==> config.mk <==
export PLATFORM = sky130hd
export DESIGN_NAME = load_store_unit
export DESIGN_NICKNAME = d
export VERILOG_FILES = /design/src/rtl/lsu_pkg.sv /design/src/rtl/lsu_align.sv /design/src/rtl/load_store_unit.sv
export SDC_FILE = /design/constraint.sdc
export NUM_CORES = 1
export LEC_CHECK = 0
export ABC_AREA = 0
export CORE_ASPECT_RATIO = 0.9
export CORE_MARGIN = 3
export CORE_UTILIZATION = 30
export CTS_BUF_LIST = sky130_fd_sc_hd__clkbuf_4
export DETAILED_ROUTE_END_ITERATION = 8
export PLACE_DENSITY = 0.57
export SYNTH_ARGS = -nofsm -noshare
export SYNTH_HDL_FRONTEND = slang
export SYNTH_SLANG_ARGS = --single-unit
==> constraint.sdc <==
create_clock -name clk -period 4.1 [get_ports clk]
set_input_delay 0.615 -clock clk [delete_from_list [all_inputs] [get_ports clk]]
set_output_delay 0.615 -clock clk [all_outputs]
set_load 0.02 [all_outputs]
==> src/rtl/lsu_pkg.sv <==
// Shared encodings for the load/store unit: funct3 sizes, response codes, FSM states.
// Also holds the request legality/alignment checks applied at acceptance.
package lsu_pkg;

    localparam logic [2:0] F3_B  = 3'b000;
    localparam logic [2:0] F3_H  = 3'b001;
    localparam logic [2:0] F3_W  = 3'b010;
    localparam logic [2:0] F3_BU = 3'b100;
    localparam logic [2:0] F3_HU = 3'b101;

    localparam logic [1:0] ERR_OK       = 2'b00;
    localparam logic [1:0] ERR_MISALIGN = 2'b01;
    localparam logic [1:0] ERR_TIMEOUT  = 2'b10;
    localparam logic [1:0] ERR_ILLEGAL  = 2'b11;

    typedef enum logic [1:0] {
        ST_IDLE = 2'd0,
        ST_REQ  = 2'd1,
        ST_WAIT = 2'd2,
        ST_DONE = 2'd3
    } lsu_state_e;

    // Size code 11 never exists; stores have no unsigned forms, loads only BU/HU.
    function automatic logic f3_illegal(input logic we, input logic [2:0] f3);
        return (f3[1:0] == 2'b11) || (f3[2] && (we || f3[1]));
    endfunction

    function automatic logic f3_misaligned(input logic [2:0] f3, input logic [1:0] addr_lo);
        logic mis;
        mis = 1'b0;
        case (f3[1:0])
            2'b01:   mis = addr_lo[0];
            2'b10:   mis = |addr_lo;
            default: mis = 1'b0;
        endcase
        return mis;
    endfunction

endpackage

==> src/rtl/lsu_align.sv <==
// Byte-lane steering: byte enables, store data replication, load lane select and extension.
// Purely combinational; no state, no backpressure.
module lsu_align (
    input  logic [2:0]  funct3,
    input  logic [1:0]  addr_lo,
    input  logic [31:0] wdata,
    input  logic [31:0] rdata,
    output logic [3:0]  be,
    output logic [31:0] wdata_lane,
    output logic [31:0] rdata_ext
);

    logic [31:0] rd_sh;
    logic        sext;

    assign rd_sh = rdata >> {addr_lo, 3'b000};
    assign sext  = ~funct3[2];

    always_comb begin
        be         = 4'b1111;
        wdata_lane = wdata;
        rdata_ext  = rd_sh;
        case (funct3[1:0])
            2'b00: begin
                be         = 4'b0001 << addr_lo;
                wdata_lane = {4{wdata[7:0]}};
                rdata_ext  = {{24{sext & rd_sh[7]}}, rd_sh[7:0]};
            end
            2'b01: begin
                be         = 4'b0011 << addr_lo;
                wdata_lane = {2{wdata[15:0]}};
                rdata_ext  = {{16{sext & rd_sh[15]}}, rd_sh[15:0]};
            end
            default: begin
                be         = 4'b1111;
                wdata_lane = wdata;
                rdata_ext  = rd_sh;
            end
        endcase
    end

endmodule

==> src/rtl/load_store_unit.sv <==
// RV32I load/store unit: one transaction in flight over a req/gnt/rvalid data bus.
// Latency: error 1 cycle, store 1+gnt wait, load 1+gnt+rvalid wait; req_ready high only when idle.
module load_store_unit
    import lsu_pkg::*;
#(
    parameter int N        = 32,
    parameter int MAX_WAIT = 255
) (
    input  logic         clk,
    input  logic         rst_n,
    input  logic         req_valid,
    output logic         req_ready,
    input  logic         req_we,
    input  logic [2:0]   req_funct3,
    input  logic [N-1:0] req_addr,
    input  logic [N-1:0] req_wdata,
    output logic         mem_req,
    input  logic         mem_gnt,
    output logic         mem_we,
    output logic [3:0]   mem_be,
    output logic [N-1:0] mem_addr,
    output logic [N-1:0] mem_wdata,
    input  logic         mem_rvalid,
    input  logic [N-1:0] mem_rdata,
    output logic         rsp_valid,
    output logic [N-1:0] rsp_rdata,
    output logic [1:0]   rsp_err
);

    localparam logic [15:0] CNT_LAST = 16'(MAX_WAIT - 1);

    lsu_state_e   state_q, state_d;
    logic         we_q, we_d;
    logic [2:0]   funct3_q, funct3_d;
    logic [N-1:0] addr_q, addr_d;
    logic [N-1:0] wdata_q, wdata_d;
    logic [N-1:0] rdata_q, rdata_d;
    logic [1:0]   err_q, err_d;
    logic [15:0]  cnt_q, cnt_d;

    logic [3:0]   be;
    logic [N-1:0] wdata_lane;
    logic [N-1:0] rdata_ext;
    logic [15:0]  cnt_inc;

    lsu_align u_align (
        .funct3     (funct3_q),
        .addr_lo    (addr_q[1:0]),
        .wdata      (wdata_q),
        .rdata      (mem_rdata),
        .be         (be),
        .wdata_lane (wdata_lane),
        .rdata_ext  (rdata_ext)
    );

    assign cnt_inc = (cnt_q == 16'hFFFF) ? cnt_q : cnt_q + 16'd1;

    always_comb begin
        state_d  = state_q;
        we_d     = we_q;
        funct3_d = funct3_q;
        addr_d   = addr_q;
        wdata_d  = wdata_q;
        rdata_d  = rdata_q;
        err_d    = err_q;
        cnt_d    = cnt_q;
        case (state_q)
            ST_IDLE: begin
                if (req_valid) begin
                    we_d     = req_we;
                    funct3_d = req_funct3;
                    addr_d   = req_addr;
                    wdata_d  = req_wdata;
                    rdata_d  = '0;
                    cnt_d    = '0;
                    if (f3_illegal(req_we, req_funct3)) begin
                        err_d   = ERR_ILLEGAL;
                        state_d = ST_DONE;
                    end else if (f3_misaligned(req_funct3, req_addr[1:0])) begin
                        err_d   = ERR_MISALIGN;
                        state_d = ST_DONE;
                    end else begin
                        err_d   = ERR_OK;
                        state_d = ST_REQ;
                    end
                end
            end
            ST_REQ: begin
                cnt_d = cnt_inc;
                // A grant on the last allowed cycle still counts; timeout only when nothing arrived.
                if (mem_gnt) begin
                    if (we_q) begin
                        state_d = ST_DONE;
                    end else if (mem_rvalid) begin
                        rdata_d = rdata_ext;
                        state_d = ST_DONE;
                    end else begin
                        state_d = ST_WAIT;
                    end
                end else if (cnt_q >= CNT_LAST) begin
                    err_d   = ERR_TIMEOUT;
                    state_d = ST_DONE;
                end
            end
            ST_WAIT: begin
                cnt_d = cnt_inc;
                if (mem_rvalid) begin
                    rdata_d = rdata_ext;
                    state_d = ST_DONE;
                end else if (cnt_q >= CNT_LAST) begin
                    err_d   = ERR_TIMEOUT;
                    state_d = ST_DONE;
                end
            end
            ST_DONE: state_d = ST_IDLE;
            default: state_d = ST_IDLE;
        endcase
    end

    always_ff @(posedge clk or negedge rst_n) begin
        if (!rst_n) begin
            state_q  <= ST_IDLE;
            we_q     <= 1'b0;
            funct3_q <= '0;
            addr_q   <= '0;
            wdata_q  <= '0;
            rdata_q  <= '0;
            err_q    <= ERR_OK;
            cnt_q    <= '0;
        end else begin
            state_q  <= state_d;
            we_q     <= we_d;
            funct3_q <= funct3_d;
            addr_q   <= addr_d;
            wdata_q  <= wdata_d;
            rdata_q  <= rdata_d;
            err_q    <= err_d;
            cnt_q    <= cnt_d;
        end
    end

    // Bus and response outputs are qualified by state so they read as zero outside their phase.
    assign req_ready = (state_q == ST_IDLE);
    assign mem_req   = (state_q == ST_REQ);
    assign mem_we    = mem_req & we_q;
    assign mem_be    = mem_req ? be : 4'b0000;
    assign mem_addr  = mem_req ? {addr_q[N-1:2], 2'b00} : '0;
    assign mem_wdata = mem_req ? wdata_lane : '0;
    assign rsp_valid = (state_q == ST_DONE);
    assign rsp_rdata = rsp_valid ? rdata_q : '0;
    assign rsp_err   = rsp_valid ? err_q : ERR_OK;

endmodule

# Yosys cells after proc, flatten, opt, wreduce, memory -nomap -nowiden
# Index checks and enable logic that the tools add are counted.
# word_totals
reg_bits	120
latch_bits	0
mem_bits_rw	0
mem_bits_ro	0
input_bits	105
out_inout_bits	106
elab_cells	80
mem_count	0
# classes
n_addsub	1
mul	0
div_mod_pow	0
n_lt_le_gt_ge	1
eq_ne	14
n_shift	3
muxes	36
bitwise_logic	4
n_reduce_logical	13
# ops
cell	n
2-to-1 mux 32 bit	7
case mux 32 bit (2 select lines)	2
case mux 32 bit (3 select lines)	1
2-to-1 mux 16 bit	2
case mux 16 bit (2 select lines)	1
right shift 32 x 5 -> 32 bit	1
2-to-1 mux 2 bit	12
adder 16 x 1 -> 16 bit (second input constant)	1
== test 16 bit (second input constant)	1
greater-or-equal comparator 16 x 8 -> 1 bit (second input constant)	1
inequality test 2 bit (second input constant)	5
== test 2 bit (second input constant)	4
case mux 2 bit (4 select lines)	1
case mux 4 bit (2 select lines)	1
AND reduction 4 bit	2
== test 2 x 1 -> 1 bit (second input constant)	3
2-to-1 mux 1 bit	6
case mux 2 bit (3 select lines)	1
logical NOT 2 bit	2
2-to-1 mux 4 bit	1
OR reduction 2 bit	2
<< shifter 1 x 2 -> 4 bit (first input constant)	1
<< shifter 2 x 2 -> 4 bit (first input constant)	1
bitwise AND 1 bit	3
9 further kinds	10

# Depth between registers and ports, before layout
# depth
word_depth	10
mapped_depth	8
depth_no_buf	6

# Hierarchy
# Synthesis repeated with hierarchy kept, for this count alone.
# hier_totals
hier_cells	743
area_unflattened_um2	7175.6
# by_module_without_submodules
mod	n_inst	cells_each	area_each_um2	seq_area_each_um2
load_store_unit	1	561	5858.1	3002.9
lsu_align	1	182	1317.5	0.0

# Worst setup path after synthesis
# No wires, ideal clock.
# synth_timing
kind	register to output
from	register state_q[1]
to	output port mem_wdata[21]
t_arrival_ns	1.706
t_required_ns	3.485
path_slack_ns	1.779
stages_incl_launch_ff	8
n_path_buf	3
cell_sequence	dfrtp_1 > inv_1 > ha_1 > clkbuf_8 > inv_1 > clkbuf_1 > clkbuf_1 > nor2_1
# synth_between
elab_chain_len	2
# synth_rtl
element	line	rtl
from (decl)	load_store_unit.sv:32	lsu_state_e state_q, state_d;
from (signal assigned)	load_store_unit.sv:131	state_q <= state_d;
== test 2 x 1 -> 1 bit	load_store_unit.sv:144	assign mem_req = (state_q == ST_REQ);
named net mem_req	load_store_unit.sv:17	output logic mem_req,
2-to-1 mux 32 bit	load_store_unit.sv:148	assign mem_wdata = mem_req ? wdata_lane : '0;
to (decl)	load_store_unit.sv:22	output logic [N-1:0] mem_wdata,
# The timed path passes the listed nets, and every way through them passes these cells.

# Worst setup path after layout
# layout_timing
from	register funct3_q[1]
to	output port mem_wdata[12]
# layout_between
elab_chain_len	3
word_cells_on_any_way	4
classes_between	eq/ne: 1; mux: 2; reduce/logical: 1
# layout_rtl
element	line	rtl
from (decl)	load_store_unit.sv:34	logic [2:0] funct3_q, funct3_d;
from (signal assigned)	load_store_unit.sv:133	funct3_q <= funct3_d;
== test 2 x 1 -> 1 bit or logical NOT 2 bit (tied branches)	lsu_align.sv:23	case (funct3[1:0])
case mux 32 bit (2 select lines) *	lsu_align.sv:23	
2-to-1 mux 32 bit *	load_store_unit.sv:148	
# Every way passes the cells marked *; elsewhere a longest branch is shown, timed or not.

==> flow_summary_export.csv <==
group,metric,value,unit
run_status,status,"completed",
logic_synthesis,yosysTopAreaCell,"dfrtp_1",
detailed_routing,drt-wirelength-per-cell,17.6,microns
global_routing,grtUsageTotal,0.163,
logic_synthesis,synth-seq-cells,120,
clocking,hold_buffers,0,
die,initial_core_util,0.308,
power,powerDensity,704,mW/mm^2
timing,period_needed,3.48,ns
detailed_routing,ant_nets,0,
clocking,cts_tree,"built",
logic_synthesis,syn_inst,628,
global_routing,antenna_found_initial,3,
place,post-dp-hpwl,14300,microns
logic_synthesis,yosysWarningCount,0,
place,dpl-instance-area,0.00899,sq mm
power,ir_worst_vdd,0.000358,V
die,fp.dieW,164,microns
cells_and_area,finalNonFillerCells,1125,
detailed_routing,drt-total-wl,19800,microns
logic_synthesis,synth_top_area_share,0.447,
logic_synthesis,synthTopCellsByArea,"dfrtp_1 45%, mux2_2 12%, and2_1 6.8%, mux2i_1 5.7%, a21oi_1 3.6%",
critical_path,cp-start-kind,"register",
detailed_routing,routed-via-count,5444,
cells_and_area,final_area,0.00931,sq mm
critical_path,end_kind,"output pin",
critical_path,cp.required,3.48,ns
logic_synthesis,synth.cell_area,0.00672,sq mm
timing,maxSlewViolCount,0,
clocking,clock-sinks,120,
die,die-height,148,microns
timing,skew,0.0251,ns
die,core,0.0218,sq mm
place,dp_worst_setup_slack,1.17,ns
timing,tightestPinTransition,1.07,ns
clocking,clkLatencyLatePin,0.53,ns
global_routing,grt_pass1_wl,31000,microns
place,io_buffers,208,
die,die_area,0.0242,sq mm
power,p_leak,3.85,nW
timing,rsz0062_at_grt,"no",
detailed_routing,post_drt_via_cell_ratio,4.84,
logic_synthesis,synth-edff-count,0,
timing,setup_violations,0,
timing,fin_tns_setup,0,ns
global_routing,overflow,0,
place,gp_congestion,0.799,
timing,clock.fmax,287,MHz
timing,relSlewSlack,0.288,
logic_synthesis,ys.flop_type,"dfrtp_1",
timing,whs,0.137,ns
critical_path,arrival,2.87,ns
die,fp-row-count,51,
timing,layout_setup_ws,0.615,ns
clocking,cts_root_buf,"clkbuf_4",
clocking,cts_setup_buffers,0,
detailed_routing,drt_pass1_iterations,4,
timing,fin_crit_sh,0.850,
logic_synthesis,seq_area_frac_synth,0.447,
die,ioPinCount,211,
timing,finalHoldViolCount,0,
global_routing,grt_pass1_vias,5535,
logic_synthesis,syn_area_per_cell,10.7,sq um
global_routing,grt_start_max_net_pins,64,
detailed_routing,initialDrtViolationCount,281,
clocking,cts_buffers,17,
logic_synthesis,ys_types,55,
clocking,post_cts_resized,0,
logic_synthesis,postSynth.asyncResetShare,1.00,
cells_and_area,final_nets,934,
job,cap_violations,0,
clocking,htreeDepth,4,
clocking,clk_path_buf_depth,2,
critical_path,crit_type,"register to output pin",
place,dp.cells,1092,
cells_and_area,drive_gt1_frac,0.174,
critical_path,path_max_fanout,18,
detailed_routing,drc,0,
hold_path,worstHoldPathType,"primary input to asynchronous set/reset pin",
clocking,clk_pin_slew,0.13,ns
cells_and_area,area_delta_synth_final,38.5,%
synthesized netlist by cell type, drive strengths merged (3+ instances only):
library cell / n
and4: 4
o21bai: 3
and2: 73
nand3: 7
mux2: 74
mux2i: 39
a21o: 3
a2111o: 3
nand2b: 8
buf: 16
nor3: 6
inv: 8
nand2: 38
or4: 3
nor2: 40
o2bb2ai: 25
o21ai: 16
nor2b: 3
o31ai: 4
dfrtp: 120
a221o: 15
a21oi: 48
a211oi: 5
ha: 9
clkbuf: 31
nor4: 5
critical path, stage by stage (launching register included):
cell             delay, ns
dfrtp_1               0.66
buf_4                 0.32
nor2_1                0.45
nand2_1               0.12
a21oi_1               0.15
clkdlybuf4s50_1       0.64
final timing paths:
path	from	to	slack (ns)	cells past startpoint
min in group clk	rdata_q[5]	rdata_q[5]	0.50	1
worst max register to register	addr_q[0]	rdata_q[17]	1.37	5
max in group asynchronous	rst_n	addr_q[24]	3.11	2
worst min register to register	rdata_q[5]	rdata_q[5]	0.50	1
worst max-delay path	funct3_q[1]	mem_wdata[12]	0.62	5
worst min-delay path	rst_n	rdata_q[29]	0.14	1
sequential cells by signal, indices dropped and copies added, names as in the netlist:
name / count
addr_q: 32
we_q: 1
cnt_q: 16
funct3_q: 3
state_q: 2
err_q: 2
wdata_q: 32
rdata_q: 32
metal layers:
| metal | vias to the layer above | global-route usage | part of all wire | wire (microns) |
|---|---|---|---|---|
| met5 | - | 0 | 0.00035 | 7 |
| met4 | 2 | 0.0309 | 0.0085 | 168 |
| met3 | 13 | 0.0656 | 0.077 | 1520 |
| met2 | 165 | 0.242 | 0.44 | 8740 |
| met1 | 2629 | 0.227 | 0.47 | 9370 |
| li1 | 2635 | - | - | - |
cells in the final DEF, fill, tap and decap left out, drive strengths merged, types with 3 or more instances in the layout:
master / instances
a2111o: 3
dfrtp: 120
nor4: 5
clkbuf: 18
bufinv: 3
a211oi: 5
mux2: 74
buf: 12
a221o: 15
o31ai: 4
clkdlybuf4s50: 207
o21bai: 3
o2bb2ai: 25
nor2b: 3
nor2: 40
nor3: 6
nand2: 38
nand2b: 8
ha: 9
or4: 3
and4: 4
mux2i: 39
o21ai: 16
inv: 10
a21o: 3
and2: 73
clkinv: 8
a21oi: 48
nand3: 7
area by class of cell:
class | count | area, sq um
Inverter | 9 | 33.8
Timing Repair Buffer | 219 | 2170
Multi-Input combinational cell | 453 | 3420
Clock buffer | 18 | 135
Tap cell | 291 | 364
Clock inverter | 14 | 175
Fill cell | 2143 | 12500
Sequential cell | 120 | 3000
Antenna cell | 1 | 2.50
logic make-up after synthesis:
logic type | synth area share
AO/OA/AOI/OAI | 0.136
adder cells (fa/ha/maj) | 0.0168
buffers and inverters | 0.0469
flip-flops | 0.447
multiplexers | 0.189
other | 0.000558
AND/OR/NAND/NOR | 0.164
metrics by stage:
step	power (W)	util
after floorplan	0.00440	-
after global placement	0.00565	0.412
after detailed placement	0.00567	0.412
after CTS	0.00664	0.426
after global routing	0.00703	0.426
final	0.00656	0.426
power by group:
part | internal, W | switching, W
combinational | 0.00169 | 0.00184
clock | 0.000434 | 0.000508
sequential | 0.00168 | 0.000404
Power figures use the tool's default switching activity.
